--- config.mk ---
export PLATFORM = sky130hd
export DESIGN_NAME = id_inst_buffer_flat
export DESIGN_NICKNAME = d
export VERILOG_FILES = /design/src/rtl/id_inst_buffer_pkg.sv /design/src/rtl/id_inst_buffer_if.sv /design/src/rtl/id_inst_buffer.sv /design/src/flat_wrapper.sv
export SDC_FILE = /design/constraint.sdc
export NUM_CORES = 1
export LEC_CHECK = 0
export ABC_CLOCK_PERIOD_IN_PS = 5500
export BUFFER_PORTS_ARGS = -buffer_cell sky130_fd_sc_hd__buf_2
export CORE_MARGIN = 2
export CORE_UTILIZATION = 60
export CTS_CLUSTER_SIZE = 20
export DETAILED_ROUTE_END_ITERATION = 16
export HOLD_SLACK_MARGIN = 0.06
export PLACE_DENSITY = 0.88
export SLEW_MARGIN = 20
export SYNTH_ARGS = -nofsm -noshare
export SYNTH_HDL_FRONTEND = slang
export SYNTH_SLANG_ARGS = --single-unit
--- constraint.sdc ---
create_clock -name clk -period 5.5 [get_ports clk]
set_input_delay 1.1 -clock clk [delete_from_list [all_inputs] [get_ports clk]]
set_output_delay 1.1 -clock clk [all_outputs]
set_load 0.01 [all_outputs]
--- src/rtl/id_inst_buffer_pkg.sv ---
// Shared constants and types for the decode-side instruction buffer.
// Fetch bus layout is {PC, Inst}.
package id_inst_buffer_pkg;

  localparam int IF_BUS_W = 64;
  localparam int PC_HI    = 63;
  localparam int PC_LO    = 32;
  localparam int INST_HI  = 31;
  localparam int INST_LO  = 0;

  localparam logic RstEn = 1'b1;
  localparam logic TRUE  = 1'b1;
  localparam logic FALSE = 1'b0;

  localparam logic [31:0] RESET_PC = 32'h1C00_0000;

  typedef enum logic [1:0] {
    OCC_EMPTY,
    OCC_PARTIAL,
    OCC_FULL
  } occ_e;

  function automatic logic pc_misaligned(
    input logic [31:0] pc
  );
    return pc[1:0] != 2'b00;
  endfunction

endpackage

--- src/rtl/id_inst_buffer_if.sv ---
// Fetch-in and decode-out handshakes of the instruction buffer.
// slave = buffer side, master = fetch/decode environment.
interface id_inst_buffer_if;
  import id_inst_buffer_pkg::*;

  logic                in_valid;
  logic                in_ready;
  logic [IF_BUS_W-1:0] in_bus;
  logic                out_valid;
  logic                out_ready;
  logic [31:0]         out_pc;
  logic [31:0]         out_inst;
  logic                out_adef;

  modport slave (
    input  in_valid, in_bus, out_ready,
    output in_ready, out_valid,
    output out_pc, out_inst, out_adef
  );

  modport master (
    output in_valid, in_bus, out_ready,
    input  in_ready, out_valid,
    input  out_pc, out_inst, out_adef
  );

endinterface

--- src/rtl/id_inst_buffer.sv ---
// In-order FIFO between fetch and decode; flush drops everything.
// Head entry is a combinational read, so a push shows up one cycle later.
module id_inst_buffer
  import id_inst_buffer_pkg::*;
#(
  parameter int DEPTH = 4,
  parameter int PTR_W = $clog2(DEPTH)
) (
  input  logic              clk,
  input  logic              reset,
  input  logic              flush,
  input  logic              excp_flush,
  id_inst_buffer_if.slave   bus,
  output logic [PTR_W:0]    count
);

  localparam int CW = PTR_W + 1;
  localparam logic [PTR_W:0] FULL_CNT = CW'(DEPTH);

  logic [IF_BUS_W-1:0] r_mem [DEPTH];
  logic [PTR_W-1:0]    r_wr_ptr;
  logic [PTR_W-1:0]    r_rd_ptr;
  logic [PTR_W:0]      r_count;

  occ_e w_occ;
  logic w_flush;
  logic w_push;
  logic w_pop;
  logic [IF_BUS_W-1:0] w_head;

  always_comb begin
    w_occ = OCC_PARTIAL;
    unique case (1'b1)
      (r_count == '0):       w_occ = OCC_EMPTY;
      (r_count == FULL_CNT): w_occ = OCC_FULL;
      default:               w_occ = OCC_PARTIAL;
    endcase
  end

  // Ready comes from registered occupancy only: a full
  // buffer stays closed even if decode drains this cycle.
  assign bus.in_ready  = (w_occ != OCC_FULL);
  assign bus.out_valid = (w_occ != OCC_EMPTY);

  assign w_flush = flush | excp_flush;
  assign w_push  = bus.in_valid & bus.in_ready & ~w_flush;
  assign w_pop   = bus.out_valid & bus.out_ready & ~w_flush;

  assign w_head       = r_mem[r_rd_ptr];
  assign bus.out_pc   = w_head[PC_HI:PC_LO];
  assign bus.out_inst = w_head[INST_HI:INST_LO];
  assign bus.out_adef = pc_misaligned(w_head[PC_HI:PC_LO]);
  assign count        = r_count;

  always_ff @(posedge clk) begin
    if (reset == RstEn) begin
      r_wr_ptr <= '0;
      r_rd_ptr <= '0;
      r_count  <= '0;
    end else if (w_flush) begin
      r_wr_ptr <= '0;
      r_rd_ptr <= '0;
      r_count  <= '0;
    end else begin
      if (w_push) r_wr_ptr <= r_wr_ptr + PTR_W'(1);
      if (w_pop)  r_rd_ptr <= r_rd_ptr + PTR_W'(1);
      unique case ({w_push, w_pop})
        2'b10:   r_count <= r_count + CW'(1);
        2'b01:   r_count <= r_count - CW'(1);
        default: r_count <= r_count;
      endcase
    end
  end

  always_ff @(posedge clk) begin
    if (reset != RstEn && w_push)
      r_mem[r_wr_ptr] <= bus.in_bus;
  end

endmodule

--- src/flat_wrapper.sv ---
// flat-port wrapper written by rule: the top's interface ports become plain ports
module id_inst_buffer_flat import id_inst_buffer_pkg::*;
#(
  parameter int DEPTH = 4,
  parameter int PTR_W = $clog2(DEPTH)
)
  (clk, reset, flush, excp_flush, count, bus_in_valid, bus_in_bus, bus_out_ready, bus_in_ready, bus_out_valid, bus_out_pc, bus_out_inst, bus_out_adef);
  id_inst_buffer_if bus_i ();
  input  logic clk;
  input  logic reset;
  input  logic flush;
  input  logic excp_flush;
  output logic [PTR_W:0] count;
  input wire logic [$bits(bus_i.in_valid)-1:0] bus_in_valid;
  input wire logic [$bits(bus_i.in_bus)-1:0] bus_in_bus;
  input wire logic [$bits(bus_i.out_ready)-1:0] bus_out_ready;
  output wire logic [$bits(bus_i.in_ready)-1:0] bus_in_ready;
  output wire logic [$bits(bus_i.out_valid)-1:0] bus_out_valid;
  output wire logic [$bits(bus_i.out_pc)-1:0] bus_out_pc;
  output wire logic [$bits(bus_i.out_inst)-1:0] bus_out_inst;
  output wire logic [$bits(bus_i.out_adef)-1:0] bus_out_adef;
  assign bus_i.in_valid = bus_in_valid;
  assign bus_i.in_bus = bus_in_bus;
  assign bus_i.out_ready = bus_out_ready;
  assign bus_in_ready = bus_i.in_ready;
  assign bus_out_valid = bus_i.out_valid;
  assign bus_out_pc = bus_i.out_pc;
  assign bus_out_inst = bus_i.out_inst;
  assign bus_out_adef = bus_i.out_adef;
  id_inst_buffer #(.DEPTH(DEPTH), .PTR_W(PTR_W)) u_core (.clk(clk), .reset(reset), .flush(flush), .excp_flush(excp_flush), .bus(bus_i), .count(count));
endmodule
==> results of run 1 <==
-- cells by family (layout without fill, tap and decap cells) --
family / Yosys count / count (layout) / synth area share, %
AOI/OAI and AO/OA: 7 / 7 / 0.5020
xor gates and xnor gates: 4 / 4 / 0.3603
adders and majority gates: 6 / 6 / 0.8494
buffers and inverters: 20 / 191 / 1.158
DFF: 265 / 265 / 80.93
muxes: 64 / 64 / 14.83
other: 0 / 1 / 0
and+or+nand+nor: 23 / 23 / 1.377
-- worst max-delay path by stage --
stage | cells after the start | slack, ns | startpoint | endpoint
after floorplan | 2 | 2.65 | excp_flush | u_core.r_mem[0][0]
after global placement | 3 | 2.14 | flop | bus_out_pc[20]
after detailed placement | 3 | 2.10 | flop | bus_out_pc[20]
after CTS | 3 | 1.56 | flop | bus_out_pc[20]
after global routing | 4 | 1.71 | flop | bus_out_inst[18]
final | 4 | 1.89 | flop | bus_out_inst[11]
-- cell type report --
type | instances | area [um2] | area share (%)
Antenna cell | 1 | 2.502 | 0.02177
Inverter | 5 | 18.77 | 0.1633
Tap cell | 216 | 270.3 | 2.352
Clock buffer | 35 | 693.2 | 6.032
Timing Repair Buffer | 141 | 730.7 | 6.358
Multi-Input combinational cell | 104 | 1757 | 15.29
Sequential cell | 265 | 7875 | 68.52
Clock inverter | 10 | 145.1 | 1.263
-- worst max-delay path, stage by stage, from the launching register on --
cell	delay (ns)
dfxtp_4	0.60
buf_16	0.30
buf_4	0.35
mux4_2	0.56
buf_2	0.16
-- power by group through the flow --
stage | sequential [uW] | clock, uW | combinational, uW
after global placement | 2270 | 0 | 72.9
after CTS | 2230 | 1760 | 80.0
after global routing | 2220 | 1830 | 87.4
after detailed placement | 2270 | 0 | 79.4
final | 2230 | 1730 | 79.6
after floorplan | 2270 | 0 | 22.9
-- synthesized netlist by cell type --
library cell    n  area (um2)
buf_4           6       45.04
and3_2          4       30.03
buf_6           1       11.26
or2_1           1       6.260
fa_1            1       20.02
dfxtp_1         9       180.2
or3b_4          1       11.26
o21ai_0         2       10.01
inv_1           5       18.77
ha_1            5       62.56
or3_2           2       15.01
o31ai_1         1       7.510
mux4_2         64        1441
o31ai_2         1       12.51
edfxtp_1      256        7687
xor2_1          4       35.03
buf_2           6       30.03
o311ai_0        1       8.760
clkbuf_1        2       7.510
nand2_1         2       7.510
a21oi_1         2       10.01
nor2_1          7       26.28
nor3_1          2       10.01
and2_4          1       8.760
or3_1           1       6.260
nand4_1         2       12.51
-- cell usage in the layout (no fill, tap or decap), drive strengths merged --
| master | n |
|---|---|
| a21oi | 2 |
| and2 | 1 |
| and3 | 4 |
| buf | 141 |
| bufinv | 4 |
| clkbuf | 35 |
| clkinv | 6 |
| dfxtp | 9 |
| diode | 1 |
| edfxtp | 256 |
| fa | 1 |
| ha | 5 |
| inv | 5 |
| mux4 | 64 |
| nand2 | 2 |
| nand4 | 2 |
| nor2 | 7 |
| nor3 | 2 |
| o21ai | 2 |
| o311ai | 1 |
| o31ai | 2 |
| or2 | 1 |
| or3 | 3 |
| or3b | 1 |
| xor2 | 4 |
-- registers in the layout, summed over array words and instances (netlist names), named ones only --
register,cells
u_core.r_wr_ptr,2
u_core.r_rd_ptr,2
u_core.count,3
u_core.r_mem,256
-- layer usage --
layer  track usage, %  up-vias  wire length (um)
li1                 -     1960                 -
met1            27.57     2263              6895
met2            34.44      177              8811
met3            4.707       32              1246
met4            6.099        2               403
met5                0        -                 7
-- metrics by stage --
step | hold slack, ns | utilization, % | cells
after floorplan | 0.4701 | - | 389
after global placement | 0.4817 | 66.88 | 730
after detailed placement | 0.5000 | 66.88 | 730
after CTS | 0.5084 | 72.16 | 775
after global routing | 0.5869 | 72.33 | 776
final | 0.5150 | 72.35 | 777
==> impl_metrics.ini, run 1 <==
[synthesis]
synth_seq_area_share_pct = 80.93
netlist_area_um2 = 9722
synth_seq_cells = 265
ys_warn_count = 0
avgSynthCellArea_um2 = 24.99
synth_cell_types = 26
syn-instance-count = 389
mappedNetlistNets = 465

[timing]
relSlewSlack_pct = 33.47
min_period_over_period_pct = 65.69
hold_viol = 0
finalSetupViolations = 0
fmax_mhz = 276.8
fin_ws_ns = 1.887
slew_violations = 0
setup_tns_ns = 0
clock_skew_ns = 0.01200
tightest_slew_ns = 0.9979
min_period_ns = 3.613
grt_setup_unrepaired = false

[detailed_routing]
num_vias = 4434
wire_per_inst_um = 22.35
avgViaCountPerCell = 5.707
ant_nets = 0
first_pass_iters = 4
drc = 0
wirelength_um = 17370
drtIter0Drc = 314

[worst_hold_path]
holdCritPathClass = reg2reg
hold_end = u_core.r_wr_ptr[0]
hold_depth = 2
hold_start = u_core.r_wr_ptr[0]

[cts]
cts.clk_slew.worst_paths_ns = 0.06
cts_tree = built
cts_hold_buf = 0
cts.sinks = 265
clk_latency_ns = 0.50
cts-resized-gates = 0
post_cts.repair.setup_buffers = 0
clock_path_buffers = 3
htreeDepth = 1
ctsRootBufferMaster = clkbuf_16
numCtsBuffers = 25

[setup_path]
arrival_ns = 2.51
required_ns = 4.40
worstSetupPathType = reg2out
cp_max_fo = 35
reg2reg_from = u_core.count[2]
reg2reg_depth = 9
reg2reg_slack_ns = 2.90
cp-end-kind = output pin
r2r_end = u_core.count[2]
critPathLaunchType = flop

[power]
power_switching_share_pct = 17.86
ir_worst_vdd_mv = 0.2507
power.switching_uw = 721.3
internal-power_uw = 3317
leakagePower_uw = 0.003785
clockPowerShare_pct = 42.9
p_per_area_nw_per_um2 = 351.4
power.total_uw = 4039
combPwrFrac_pct = 2.0
seqPwrFrac_pct = 55.1

[layout]
nFillCells = 960
area_growth_syn_to_layout_pct = 18.21
drive_gt1_share_pct = 44.64
nets = 618
stdcell_area_um2 = 11490

[placed_design]
dpl_cell_area_um2 = 10620
dp_hpwl_um = 9952
io_buffers = 139
post-place-ws_ns = 2.102
finalWeightedCongestion = 0.7260

[die]
core-area_um2 = 15890
die_h_um = 131.3
num_rows = 46
start_util_pct = 61.20
boundaryPins = 140
die_area_um2 = 17240
die_x_um = 131.3

[global_routing]
grt_pass1_wl_um = 27020
grt_overflow = 0
grt_use_total_pct = 20.55
antenna_found_initial = 1
grt_max_degree = 65
grt_pass1_vias = 4769

[job]
drv_cap = 0

[run_status]
status = finished clean
Note: power is estimated with default switching activity, not from simulation.
==> inputs of run 2 (changes only) <==
- ABC_CLOCK_PERIOD_IN_PS: 5500 -> 3500
- CORE_UTILIZATION: 60 -> 56
- PLACE_DENSITY: 0.88 -> 0.83
- clock period: 5.5 -> 3.5 ns (I/O delays scaled with it)
==> impl_metrics.ini, run 2 (synthesis gave the netlist of run 1 again) <==
[run_status]
status = finished clean

[global_routing]
grt_max_degree = 45
grt_use_total_pct = 20.61
grt_pass1_wl_um = 28070
grt_overflow = 0
grt_pass1_vias = 4888
antenna_found_initial = 2

[cts]
clock_path_buffers = 3
cts_tree = built
cts_hold_buf = 0
htreeDepth = 1
post_cts.repair.setup_buffers = 0
cts.clk_slew.worst_paths_ns = 0.06
ctsRootBufferMaster = clkbuf_16
cts-resized-gates = 0
numCtsBuffers = 26
clk_latency_ns = 0.52
cts.sinks = 265

[setup_path]
cp_top_family = flip-flops
cp_cell_sequence = buf_4 > mux4_2 > buf_2
arrival_ns = 2.35
reg2reg_depth = 9
worstSetupPathType = reg2out
cp_max_fo = 27
critPathLaunchType = flop
cpPeakStageDelay_ns = 0.70
cp-end-kind = output pin
required_ns = 2.80
path_depth = 3
critPathBufInv = 2
critical-path-slowest-cell = dfxtp_4

[timing]
hold_viol = 0
slew_violations = 0
min_period_ns = 3.049
clock_skew_ns = 0.01387
fmax_mhz = 327.9
finalSetupViolations = 0
min_period_over_period_pct = 87.13
setup_tns_ns = 0
grt_setup_unrepaired = false
tightest_slew_ns = 0.7240
relSlewSlack_pct = 51.36

[detailed_routing]
num_vias = 4553
ant_nets = 0
first_pass_iters = 4
avgViaCountPerCell = 5.727
drc = 0
drtIter0Drc = 358
wirelength_um = 18710
wire_per_inst_um = 23.53

[power]
combPwrFrac_pct = 2.0
leakagePower_uw = 0.003885
internal-power_uw = 5414
power.switching_uw = 1187
power_switching_share_pct = 17.98
clockPowerShare_pct = 45.0
seqPwrFrac_pct = 53.0
p_per_area_nw_per_um2 = 564.3
ir_worst_vdd_mv = 0.3844

[worst_hold_path]
holdCritPathClass = in2reg
hold_depth = 1

[layout]
drive_gt1_share_pct = 46.40
final_cell_mix = 256 x edfxtp_1, 139 x buf_2, 64 x mux4_2
largest-register = u_core.r_mem
fin_util_pct = 68.34
largest_register_ffs = 256
mostFrequentLayoutCell = edfxtp_1
area_growth_syn_to_layout_pct = 20.32
nets = 627
nFillCells = 1040

[die]
start_util_pct = 56.80
die_h_um = 135.8
num_rows = 48
die_area_um2 = 18430
core-area_um2 = 17120
die_x_um = 135.8
boundaryPins = 140

[placed_design]
finalWeightedCongestion = 0.7958
dp_hpwl_um = 11320
io_buffers = 139

[job]
drv_cap = 0
-- run 2: cell count changes in the layout (fill, tap and decap cells not counted) --
cell and change:
clkinv_2 +2, buf_12 +5, buf_4 +4, clkinv_4 +2, buf_16 -1, clkbuf_16 +2
clkbuf_1 -3, bufinv_16 +2, clkinv_1 -2, clkbuf_8 -2
-- run 2: final timing paths --
kind | start | to | slack [ns]
setup / recovery | flop | bus_out_pc[2] | 0.45
hold / removal | bus_in_bus[11] | u_core.r_mem[3][11] | 0.40
setup reg to reg | u_core.count[2] | u_core.count[2] | 0.96
hold reg to reg | u_core.r_wr_ptr[0] | u_core.r_wr_ptr[0] | 0.53
-- run 2: stage by stage --
step	hold WS (ns)	instances	power, uW	cell area [um2]	setup WS (ns)
2_1_floorplan	0.4701	389	3601	9722	1.050
3_3_place_gp	0.4881	748	3683	10770	0.8897
3_5_place_dp	0.5118	748	3694	10770	0.7987
4_1_cts	0.3807	794	6644	11700	0.3670
5_1_grt	0.3875	794	6768	11700	0.2736
6_report	0.3963	795	6600	11700	0.4506
-- run 2: cell type report --
class | instances | area (um2) | share of cell area [%]
sequential | 265 | 7875 | 67.32
multi-input combinational | 104 | 1757 | 15.02
timing repair buffer | 149 | 833.3 | 7.124
clock buffer | 32 | 704.4 | 6.022
tap | 225 | 281.5 | 2.407
clock inverter | 14 | 225.2 | 1.925
inverter | 5 | 18.77 | 0.1604
antenna | 1 | 2.502 | 0.02139
-- run 2: routing by layer --
metal  track usage [%]  part of all wire, %  vias to the layer above
met5                 0                0.086                        -
met4             7.118                  2.6                        2
met3             3.891                  5.4                       35
met2             35.21                   52                      156
met1             26.95                   40                     2382
li1                  -                    -                     1978
-- run 2: power groups by stage --
stage	logic (uW)	registers (uW)	clock network, uW
global route	142	3500	3130
global placement	121	3560	0
CTS	132	3500	3020
floorplan	35.9	3570	0
detailed placement	130	3560	0
finish	131	3500	2970
==> inputs of run 3 (changes only) <==
- CORE_MARGIN: 2 -> unset
==> impl_metrics.ini, run 3 (synthesis gave the netlist of run 1 again) <==
[global_routing]
use_met3_pct = 5.441
grt_use_total_pct = 19.76
grt_pass1_vias = 4715
grt_max_degree = 42
grtUsageMet1_pct = 26.65
antenna_found_initial = 3
grt_pass1_wl_um = 26220
gr-usage-met2_pct = 32.44
grt.busiest_layer = met2
grt_overflow = 0

[cts]
cts.clk_slew.worst_paths_ns = 0.06
clk_latency_ns = 0.51
cts-resized-gates = 0
cts.sinks = 265
htreeDepth = 1
numCtsBuffers = 25
ctsRootBufferMaster = clkbuf_16
clock_path_buffers = 3
post_cts.repair.setup_buffers = 0
cts_tree = built
cts_hold_buf = 0

[timing]
slew_violations = 0
clock_skew_ns = 0.008499
fin_ws_ns = 0.5802
setup_tns_ns = 0
relSlewSlack_pct = 51.91
hold_viol = 0
min_period_ns = 2.920
fmax_mhz = 342.5
grt_setup_unrepaired = false
tightest_slew_ns = 0.7158
min_period_over_period_pct = 83.42
finalSetupViolations = 0

[setup_path]
arrival_ns = 2.22
cpPeakStageDelay_ns = 0.68
critPathLaunchType = flop
required_ns = 2.80
cp_max_fo = 24
cp_cell_sequence = buf_12 > mux4_2 > buf_2
reg2reg_from = u_core.count[2]
cp-end-kind = output pin
critical-path-slowest-cell = dfxtp_4
worstSetupPathType = reg2out

[layout]
nFillCells = 1018
area_growth_syn_to_layout_pct = 18.78
layout.cells.non_filler = 790
largest-register = u_core.r_mem
largest_register_ffs = 256
final_cell_mix = 256 x edfxtp_1, 139 x buf_2, 64 x mux4_2
mostFrequentLayoutCell = edfxtp_1
drive_gt1_share_pct = 45.42
stdcell_area_um2 = 11550
nets = 625

[detailed_routing]
wirelength_um = 17170
wire_per_inst_um = 21.73
avgViaCountPerCell = 5.662
drc = 0
first_pass_iters = 4
num_vias = 4473
ant_nets = 0
drtIter0Drc = 285

[power]
ir_worst_vdd_mv = 0.4617
combPwrFrac_pct = 2.1
p_per_area_nw_per_um2 = 531.9
power.switching_uw = 1144
seqPwrFrac_pct = 56.9
power_switching_share_pct = 18.62
internal-power_uw = 4999
clockPowerShare_pct = 41.0
leakagePower_uw = 0.003805

[die]
die_x_um = 133.8
die_h_um = 133.8
core-area_um2 = 16760
boundaryPins = 140
num_rows = 47
start_util_pct = 58.01
die_area_um2 = 17890

[placed_design]
dp_cells = 742
dpl_cell_area_um2 = 10760
io_buffers = 139
dp_hpwl_um = 10640
post-place-ws_ns = 0.8172
finalWeightedCongestion = 0.7416

[worst_hold_path]
hold_start = bus_in_bus[19]
holdCritPathClass = in2reg

[run_status]
status = finished clean

[job]
drv_cap = 0
run 3: cell count changes in the layout (fill, tap and decap cells not counted), sizes merged:
cell | before | now
clkbuf | 32 | 34
bufinv | 6 | 1
inv | 5 | 6
buf | 149 | 148
diode | 1 | 2
clkinv | 8 | 9
clkinvlp | 0 | 1
run 3: per-stage QoR:
stage | hold slack [ns] | utilization (%) | total power [uW]
floorplan | 0.4701 | - | 3601
global placement | 0.4822 | 64.23 | 3680
detailed placement | 0.5139 | 64.23 | 3691
CTS | 0.3831 | 68.87 | 6186
global route | 0.3893 | 68.88 | 6310
finish | 0.4040 | 68.90 | 6142
run 3: power groups by stage:
stage | sequential (uW) | combinational [uW] | clock (uW)
2_1_floorplan | 3570 | 35.9 | 0
3_3_place_gp | 3560 | 117 | 0
3_5_place_dp | 3560 | 127 | 0
4_1_cts | 3500 | 128 | 2560
5_1_grt | 3500 | 139 | 2680
6_report | 3500 | 127 | 2520
run 3: critical path, delay by kind of cell (launching register included):
family | cells | cell delay, ns
flops | 1 | 0.68
mux | 1 | 0.56
buf+inv | 2 | 0.44
run 3: final cells by class:
cell class,count,area [um2],area share [%]
inverter,5,18.77,0.1625
tap,220,275.3,2.384
multi-input combinational,104,1757,15.21
antenna,2,5.005,0.04334
clock buffer,34,689.4,5.970
timing repair buffer,148,838.3,7.260
sequential,265,7875,68.20
clock inverter,12,88.84,0.7693
run 3: layer usage:
layer / vias up / wire length, um / share of wire, %
met5: - / 13 / 0.076
met4: 2 / 248 / 1.4
met3: 21 / 1355 / 7.9
met2: 165 / 8589 / 50
met1: 2313 / 6961 / 41
li1: 1972 / - / -
run 3: worst paths after layout:
kind / cells after the start / slack [ns] / end
worst max-delay path: 3 / 0.58 / bus_out_inst[19]
worst min-delay path: 1 / 0.40 / u_core.r_mem[2][19]
worst max register to register: 9 / 1.00 / u_core.count[2]
worst min register to register: 2 / 0.52 / u_core.r_wr_ptr[0]
